File: config.mk
export PLATFORM = sky130hd
export DESIGN_NAME = ex_mem_stage
export DESIGN_NICKNAME = d
export VERILOG_FILES = /design/src/rtl/mem_pkg.sv /design/src/rtl/mem_wait_ctr.sv /design/src/rtl/ex_mem_stage.sv
export SDC_FILE = /design/constraint.sdc
export NUM_CORES = 1
export LEC_CHECK = 0
export ABC_AREA = 1
export CAP_MARGIN = 20
export CORE_MARGIN = 2
export CORE_UTILIZATION = 37
export CTS_BUF_LIST = sky130_fd_sc_hd__clkbuf_8
export CTS_CLUSTER_SIZE = 8
export DETAILED_ROUTE_END_ITERATION = 10
export GPL_ROUTABILITY_DRIVEN = 0
export PLACE_DENSITY = 0.79
export SLEW_MARGIN = 40
export SYNTH_ARGS = -nofsm -noshare
export SYNTH_HDL_FRONTEND = slang
export SYNTH_SLANG_ARGS = --single-unit
File: constraint.sdc
create_clock -name clk_i -period 1.1 [get_ports clk_i]
set_input_delay 0.22 -clock clk_i [delete_from_list [all_inputs] [get_ports clk_i]]
set_output_delay 0.22 -clock clk_i [all_outputs]
set_load 0.005 [all_outputs]
File: src/rtl/mem_pkg.sv
`default_nettype none
// ============================================================================
// Module      : mem_pkg
// Description : Shared encodings for the EX/MEM stage: access sizes, FSM
//               states, write-back selects and the wait-counter width.
// Revision    : 1.0
// ============================================================================
package mem_pkg;

    localparam logic [1:0] SEL_BYTE = 2'b00;
    localparam logic [1:0] SEL_HALF = 2'b01;
    localparam logic [1:0] SEL_ILL  = 2'b10;
    localparam logic [1:0] SEL_WORD = 2'b11;

    localparam int CTR_W = 4;

    typedef enum logic [0:0] {
        ST_IDLE = 1'b0,
        ST_WAIT = 1'b1
    } state_t;

    typedef enum logic [1:0] {
        WB_ALU = 2'b00,
        WB_MEM = 2'b01,
        WB_PC4 = 2'b10,
        WB_IMM = 2'b11
    } wb_sel_t;

    // The reserved size code is always treated as misaligned.
    function automatic logic is_misaligned(input logic [1:0] sel, input logic [1:0] adr_lo);
        logic mis;
        case (sel)
            SEL_BYTE: mis = 1'b0;
            SEL_HALF: mis = adr_lo[0];
            SEL_WORD: mis = (adr_lo != 2'b00);
            default:  mis = 1'b1;
        endcase
        return mis;
    endfunction

endpackage
`default_nettype wire

File: src/rtl/mem_wait_ctr.sv
`default_nettype none
// ============================================================================
// Module      : mem_wait_ctr
// Description : Loadable down-counter timing an external-RAM access; flags
//               the final cycle (count==1) and any non-zero count.
// Revision    : 1.0
// ============================================================================
module mem_wait_ctr
    import mem_pkg::*;
(
    input  logic             clk,
    input  logic             rst_n,
    input  logic             i_clear,
    input  logic             i_hold,
    input  logic             i_load,
    input  logic [CTR_W-1:0] i_load_val,
    output logic             o_last,
    output logic             o_busy
);

    logic [CTR_W-1:0] r_count;

    always_ff @(posedge clk or negedge rst_n) begin
        if (!rst_n) begin
            r_count <= '0;
        end else if (i_clear) begin
            r_count <= '0;
        end else if (!i_hold) begin
            if (i_load) begin
                r_count <= i_load_val;
            end else if (r_count != '0) begin
                r_count <= r_count - CTR_W'(1);
            end
        end
    end

    assign o_last = (r_count == CTR_W'(1));
    assign o_busy = (r_count != '0);

endmodule
`default_nettype wire

File: src/rtl/ex_mem_stage.sv
`default_nettype none
// ============================================================================
// Module      : ex_mem_stage
// Description : EX/MEM pipeline register; holds loads/stores for RAM_LAT
//               cycles under a suspend request. Optional macro:
//               MEM_MISALIGN_CHECK_EN (misalignment flag + write suppression).
// Revision    : 1.0
// ============================================================================
module ex_mem_stage
    import mem_pkg::*;
#(
    parameter int RAM_LAT = 1,
    parameter int ADR_W   = 16
) (
    input  logic             clk_i,
    input  logic             reset_i,
    input  logic             stall_i,
    input  logic             flush_i,
    input  logic             ex_valid_i,
    input  logic [31:0]      ex_alu_result_i,
    input  logic [31:0]      ex_rs2_data_i,
    input  logic             ex_mem_we_i,
    input  logic             ex_mem_re_i,
    input  logic [1:0]       ex_mem_data_sel_i,
    input  logic [4:0]       ex_rd_i,
    input  logic             ex_rf_we_i,
    input  logic [1:0]       ex_wb_sel_i,
    input  logic [31:0]      ex_pc_i,
    output logic             mem_valid_o,
    output logic             mem_we_o,
    output logic [ADR_W-1:0] adr_o,
    output logic [31:0]      wd_o,
    output logic [1:0]       mem_data_sel_o,
    output logic [4:0]       mem_rd_o,
    output logic             mem_rf_we_o,
    output logic [1:0]       mem_wb_sel_o,
    output logic [31:0]      mem_alu_result_o,
    output logic [31:0]      mem_pc_o,
    output logic             suspend_o,
    output logic             misalign_o
);

    localparam logic [CTR_W-1:0] c_lat      = CTR_W'(RAM_LAT);
    localparam logic             c_has_wait = (RAM_LAT != 0);

    state_t      r_state;
    logic        r_valid;
    logic        r_we;
    logic        r_misalign;
    logic        r_serviced;
    logic [31:0] r_alu;
    logic [31:0] r_wd;
    logic [1:0]  r_sel;
    logic [4:0]  r_rd;
    logic        r_rf_we;
    logic [1:0]  r_wb_sel;
    logic [31:0] r_pc;

    logic [1:0]  w_sel_in;
    logic        w_mis_in;
    logic        w_access_in;
    logic        w_capture;
    logic        w_enter_wait;
    logic        w_last;
    logic        w_busy;

`ifdef MEM_MISALIGN_CHECK_EN
    assign w_sel_in = ex_mem_data_sel_i;
    assign w_mis_in = is_misaligned(ex_mem_data_sel_i, ex_alu_result_i[1:0]);
`else
    assign w_sel_in = (ex_mem_data_sel_i == SEL_ILL) ? SEL_WORD : ex_mem_data_sel_i;
    assign w_mis_in = 1'b0;
`endif

    assign w_access_in  = ex_valid_i & ~flush_i & (ex_mem_we_i | ex_mem_re_i);
    assign w_capture    = (r_state == ST_IDLE) & (~stall_i | flush_i);
    assign w_enter_wait = w_capture & w_access_in & ~w_mis_in & c_has_wait;

    mem_wait_ctr u_wait_ctr (
        .clk        (clk_i),
        .rst_n      (reset_i),
        .i_clear    (flush_i),
        .i_hold     (stall_i),
        .i_load     (w_enter_wait),
        .i_load_val (c_lat),
        .o_last     (w_last),
        .o_busy     (w_busy)
    );

    // r_serviced marks the IDLE cycle after a completed WAIT so the store
    // is not written a second time while the register still holds it.
    always_ff @(posedge clk_i or negedge reset_i) begin
        if (!reset_i) begin
            r_state    <= ST_IDLE;
            r_valid    <= 1'b0;
            r_we       <= 1'b0;
            r_misalign <= 1'b0;
            r_serviced <= 1'b0;
            r_alu      <= '0;
            r_wd       <= '0;
            r_sel      <= '0;
            r_rd       <= '0;
            r_rf_we    <= 1'b0;
            r_wb_sel   <= '0;
            r_pc       <= '0;
        end else if (r_state == ST_WAIT) begin
            if (flush_i) begin
                r_state <= ST_IDLE;
                r_valid <= 1'b0;
            end else if (!stall_i && w_last) begin
                r_state    <= ST_IDLE;
                r_serviced <= 1'b1;
            end
        end else if (w_capture) begin
            r_state    <= w_enter_wait ? ST_WAIT : ST_IDLE;
            r_valid    <= ex_valid_i & ~flush_i;
            r_we       <= ex_mem_we_i;
            r_misalign <= w_access_in & w_mis_in;
            r_serviced <= 1'b0;
            r_alu      <= ex_alu_result_i;
            r_wd       <= ex_rs2_data_i;
            r_sel      <= w_sel_in;
            r_rd       <= ex_rd_i;
            r_rf_we    <= ex_rf_we_i;
            r_wb_sel   <= ex_wb_sel_i;
            r_pc       <= ex_pc_i;
        end
    end

`ifdef MEM_MISALIGN_CHECK_EN
    assign adr_o = r_alu[ADR_W-1:0];
`else
    always_comb begin
        adr_o = r_alu[ADR_W-1:0];
        if (r_sel == SEL_HALF) begin
            adr_o[0] = 1'b0;
        end else if (r_sel == SEL_WORD) begin
            adr_o[1:0] = 2'b00;
        end
    end
`endif

    assign mem_we_o = r_valid & r_we & ~r_misalign & ~r_serviced &
                      ((r_state == ST_IDLE) | (w_last & ~flush_i));

    assign mem_valid_o      = r_valid;
    assign wd_o             = r_wd;
    assign mem_data_sel_o   = r_sel;
    assign mem_rd_o         = r_rd;
    assign mem_rf_we_o      = r_valid & r_rf_we & ~r_misalign;
    assign mem_wb_sel_o     = r_wb_sel;
    assign mem_alu_result_o = r_alu;
    assign mem_pc_o         = r_pc;
    assign suspend_o        = w_busy;
    assign misalign_o       = r_misalign;

endmodule
`default_nettype wire

==> implementation parameters <==
Parameter                              Value

Synthesis
  Syn_nets ... roughly 650
  Post-synth top area cell ... dfrtp_1
  Main area contributors after synthesis ... dfrtp_1 (62%), nand2_1 (27%), buf_4 (3.3%)
  Post-synth top area share ... between 60 and 70%
  Post-synth cell types ... 17
  Total standard cell area after synthesis ... between 4000 and 5000 sq um
  Mean instance size in the synthesized netlist ... about 8.6 sq um
  Synth warn ... 0
  Count of mapped cells out of synthesis ... roughly 540
  Post-synthesis sequential element count ... ~110
  Sequential area share after synthesis ... between 60% and 70%

GRT
  Remaining global-route overflow ... 0
  Global-route wire length before repair ... roughly 24 mm
  Vias in the first global route ... ~4.9k
  Global-route total usage across every layer ... between 20% and 30%
  Initial antenna violation count ... 0
  Largest net degree at the start of global routing ... 47

Outcome
  Violated checks ... setup timing
  Run status ... finished with violations

STA
  Ratio of final minimum period to clock period ... 144%
  Min Clock Period, post-route ... 1.59 ns
  RSZ-0062 raised after global routing ... yes
  Number of pins exceeding their max-slew limit in the final report ... 0
  FMAX ... between 0.6 and 0.7 GHz
  Final-report setup violation count ... between 200 and 250
  Skew final ... ~0.011 ns
  Hold slack final ... just over 0.2 ns
  Setup TNS ... -43.97 ns
  Hold violation count in the final report ... 0
  Final setup slack of the worst path ... -0.485 ns

Power
  Reported leakage power ... slightly below 5 nW
  Power density normalized to cell area ... around 1600 nW/um^2
  Total power consumption of the routed design ... around 0.015 W
  IR drop worst, VDD ... 0.869 mV

Routing
  Number of iterations in the first detailed-routing pass ... 5
  Vias after detailed routing ... roughly 5k
  Number of DRC violations after detailed routing ... 0
  Final WL ... roughly 19 mm
  Antenna violation net count after detailed routing ... 0
  Initial DRC count ... 201
  Average wire per cell in the routed design ... 18.0 microns
  Ratio of routed vias to standard cells ... roughly 4.8

Critical path
  CP arrival ... approximately 1.4 ns
  CP startpoint ... u_wait_ctr.r_count[1]
  Capture point of the worst reg-to-reg path ... mem_alu_result_o[26]
  Required time worst endpoint ... roughly 0.88 ns
  Reg-to-reg startpoint ... r_state
  Capture point of the critical path ... mem_we_o
  Type of the worst setup path ... reg -> out
  Critical-path maximum fanout ... 2
  Internal reg-to-reg setup slack ... -0.33 ns
  Worst Reg2Reg Path Length in Cells ... 7
  Critical path startpoint category ... register
  Critical Path End Type ... output pin

Worst hold path
  Worst min-delay path category ... in -> async

Clocking
  TritonCTS Sinks ... 114
  Clock network latency to the later pin of the worst-skew pair ... between 0.4 and 0.5 ns
  Cts bufs inserted ... 17
  Count of H-tree levels built during CTS ... 4
  Root cell of the clock tree ... clkbuf_8
  Maximum clock path buffer count ... 2
  Clock tree from TritonCTS ... done
  Clock transition at the registers of the reported paths ... approximately 0.070 ns

Cells and area
  Inserted Diodes ... 0
  Post-layout nets ... 994
  Layout cell share with drive strength beyond 1 ... 48.9%
  Area growth, synth to finish ... 101%

Floorplan
  Die W ... 115 microns
  Initial core utilization ... a little under two fifths
  Die ar. ... 13300 sq um
  Io pins ... 239
  Area of the core region ... ~12000 sq um
  Number of cell rows ... 40
  Die span in y ... 115 microns

Placement
  Input/output buffers ... between 200 and 250
  Detailed placement HPWL ... a little under 10 mm

Flow run
  Number of max-cap violations ... 0
[power by group]
group / internal, W / switching (W) / total, W
clock: 0.00202 / 0.00165 / 0.00367
sequential: 0.00486 / 0.000436 / 0.00530
combinational: 0.00330 / 0.00273 / 0.00604
total: 0.0102 / 0.00482 / 0.0150
[state kept, by name (all words and copies together), names as in the netlist]
register            cells
mem_alu_result_o       32
mem_data_sel_o          2
mem_pc_o               32
mem_rd_o                5
mem_valid_o             1
mem_wb_sel_o            2
r_rf_we                 1
r_serviced              1
r_state                 1
r_we                    1
u_wait_ctr.r_count      4
wd_o                   32
[cell type report]
class                      instances  area [sq um]
timing repair buffer             359          3520
clock buffer                      22           303
multi-input combinational        374          2220
inverter                          13          68.8
clock inverter                     9          65.1
sequential                       114          2850
tap                              168           210
fill                             813          2830
[critical path, stage by stage, from the launching register on]
cell and delay [ns]:
dfrtp_1 0.38, inv_2 0.09, ha_4 0.14, nand3_2 0.08
a21oi_2 0.12, buf_2 0.12
[through the flow]
stage	instance area (sq um)	cells	util, %	worst slack, ns
2_1_floorplan	4610	536	-	0.000455
3_3_place_gp	7270	934	60.2	-0.561
3_5_place_dp	7270	934	60.2	-0.595
4_1_cts	7950	1015	65.9	-0.560
5_1_grt	9230	1059	76.6	-0.533
6_report	9230	1059	76.6	-0.485
[cell families (layout without fill, tap and decap cells)]
| group | after synthesis | count (layout) | synth area share, % |
|---|---|---|---|
| other cells | 1 | 1 | 0.0816 |
| buf+inv | 50 | 403 | 6.13 |
| simple gates | 356 | 358 | 29.4 |
| flops | 114 | 114 | 62.1 |
| compound gates | 13 | 13 | 1.72 |
| fa+ha+maj | 2 | 2 | 0.545 |
[worst min-delay path by stage]
stage                     slack, ns              endpoint     from  cells after the start
after floorplan               -0.08   mem_alu_result_o[0]  reset_i                      0
after global placement         0.11  mem_alu_result_o[15]  reset_i                      1
after detailed placement       0.11  mem_alu_result_o[15]  reset_i                      1
after CTS                      0.17  mem_alu_result_o[11]  reset_i                      2
after global routing           0.19  mem_alu_result_o[11]  reset_i                      2
final                          0.21  mem_alu_result_o[11]  reset_i                      2
[cell usage after synthesis]
cell type,count
a21boi_0,1
a21oi_1,7
a21oi_4,1
buf_2,15
buf_4,20
clkbuf_1,2
conb_1,1
dfrtp_1,114
ha_1,2
inv_1,12
inv_2,1
nand2_1,334
nand2_2,1
nand3_1,5
nand4_1,3
nor2_1,13
o21ai_0,4
[cell usage in the layout (no fill, tap or decap), types with 12 or more instances in the layout]
master / Yosys / routed
buf_12: 0 / 16
clkbuf_8: 0 / 22
dfrtp_1: 114 / 114
nand2_2: 1 / 83
buf_4: 20 / 52
buf_2: 15 / 100
clkbuf_16: 0 / 12
nand2_1: 334 / 198
nand2_4: 0 / 53
clkdlybuf4s50_1: 0 / 110
buf_6: 0 / 46
[metal layers]
| metal | track usage [%] | wire [microns] | vias up |
|---|---|---|---|
| met1 | 26.5 | 7030 | 2430 |
| met2 | 41.9 | 9880 | 268 |
| met3 | 8.16 | 1370 | 64 |
| met4 | 11.9 | 791 | 0 |
| li1 | - | - | 2302 |
| met5 | 0 | 0 | - |
[timing repair]
item / in CTS / in global routing
hold buffers: 1 / 0
setup endpoints to repair: 237 / 239
setup buffers: 39 / 37
cloned: 11 / 16
gates resized for setup: 554 / 233
pin swaps: 13 / 62
endpoints found under the hold margin: 114 / 0
Note: power is estimated with default switching activity, not from simulation.
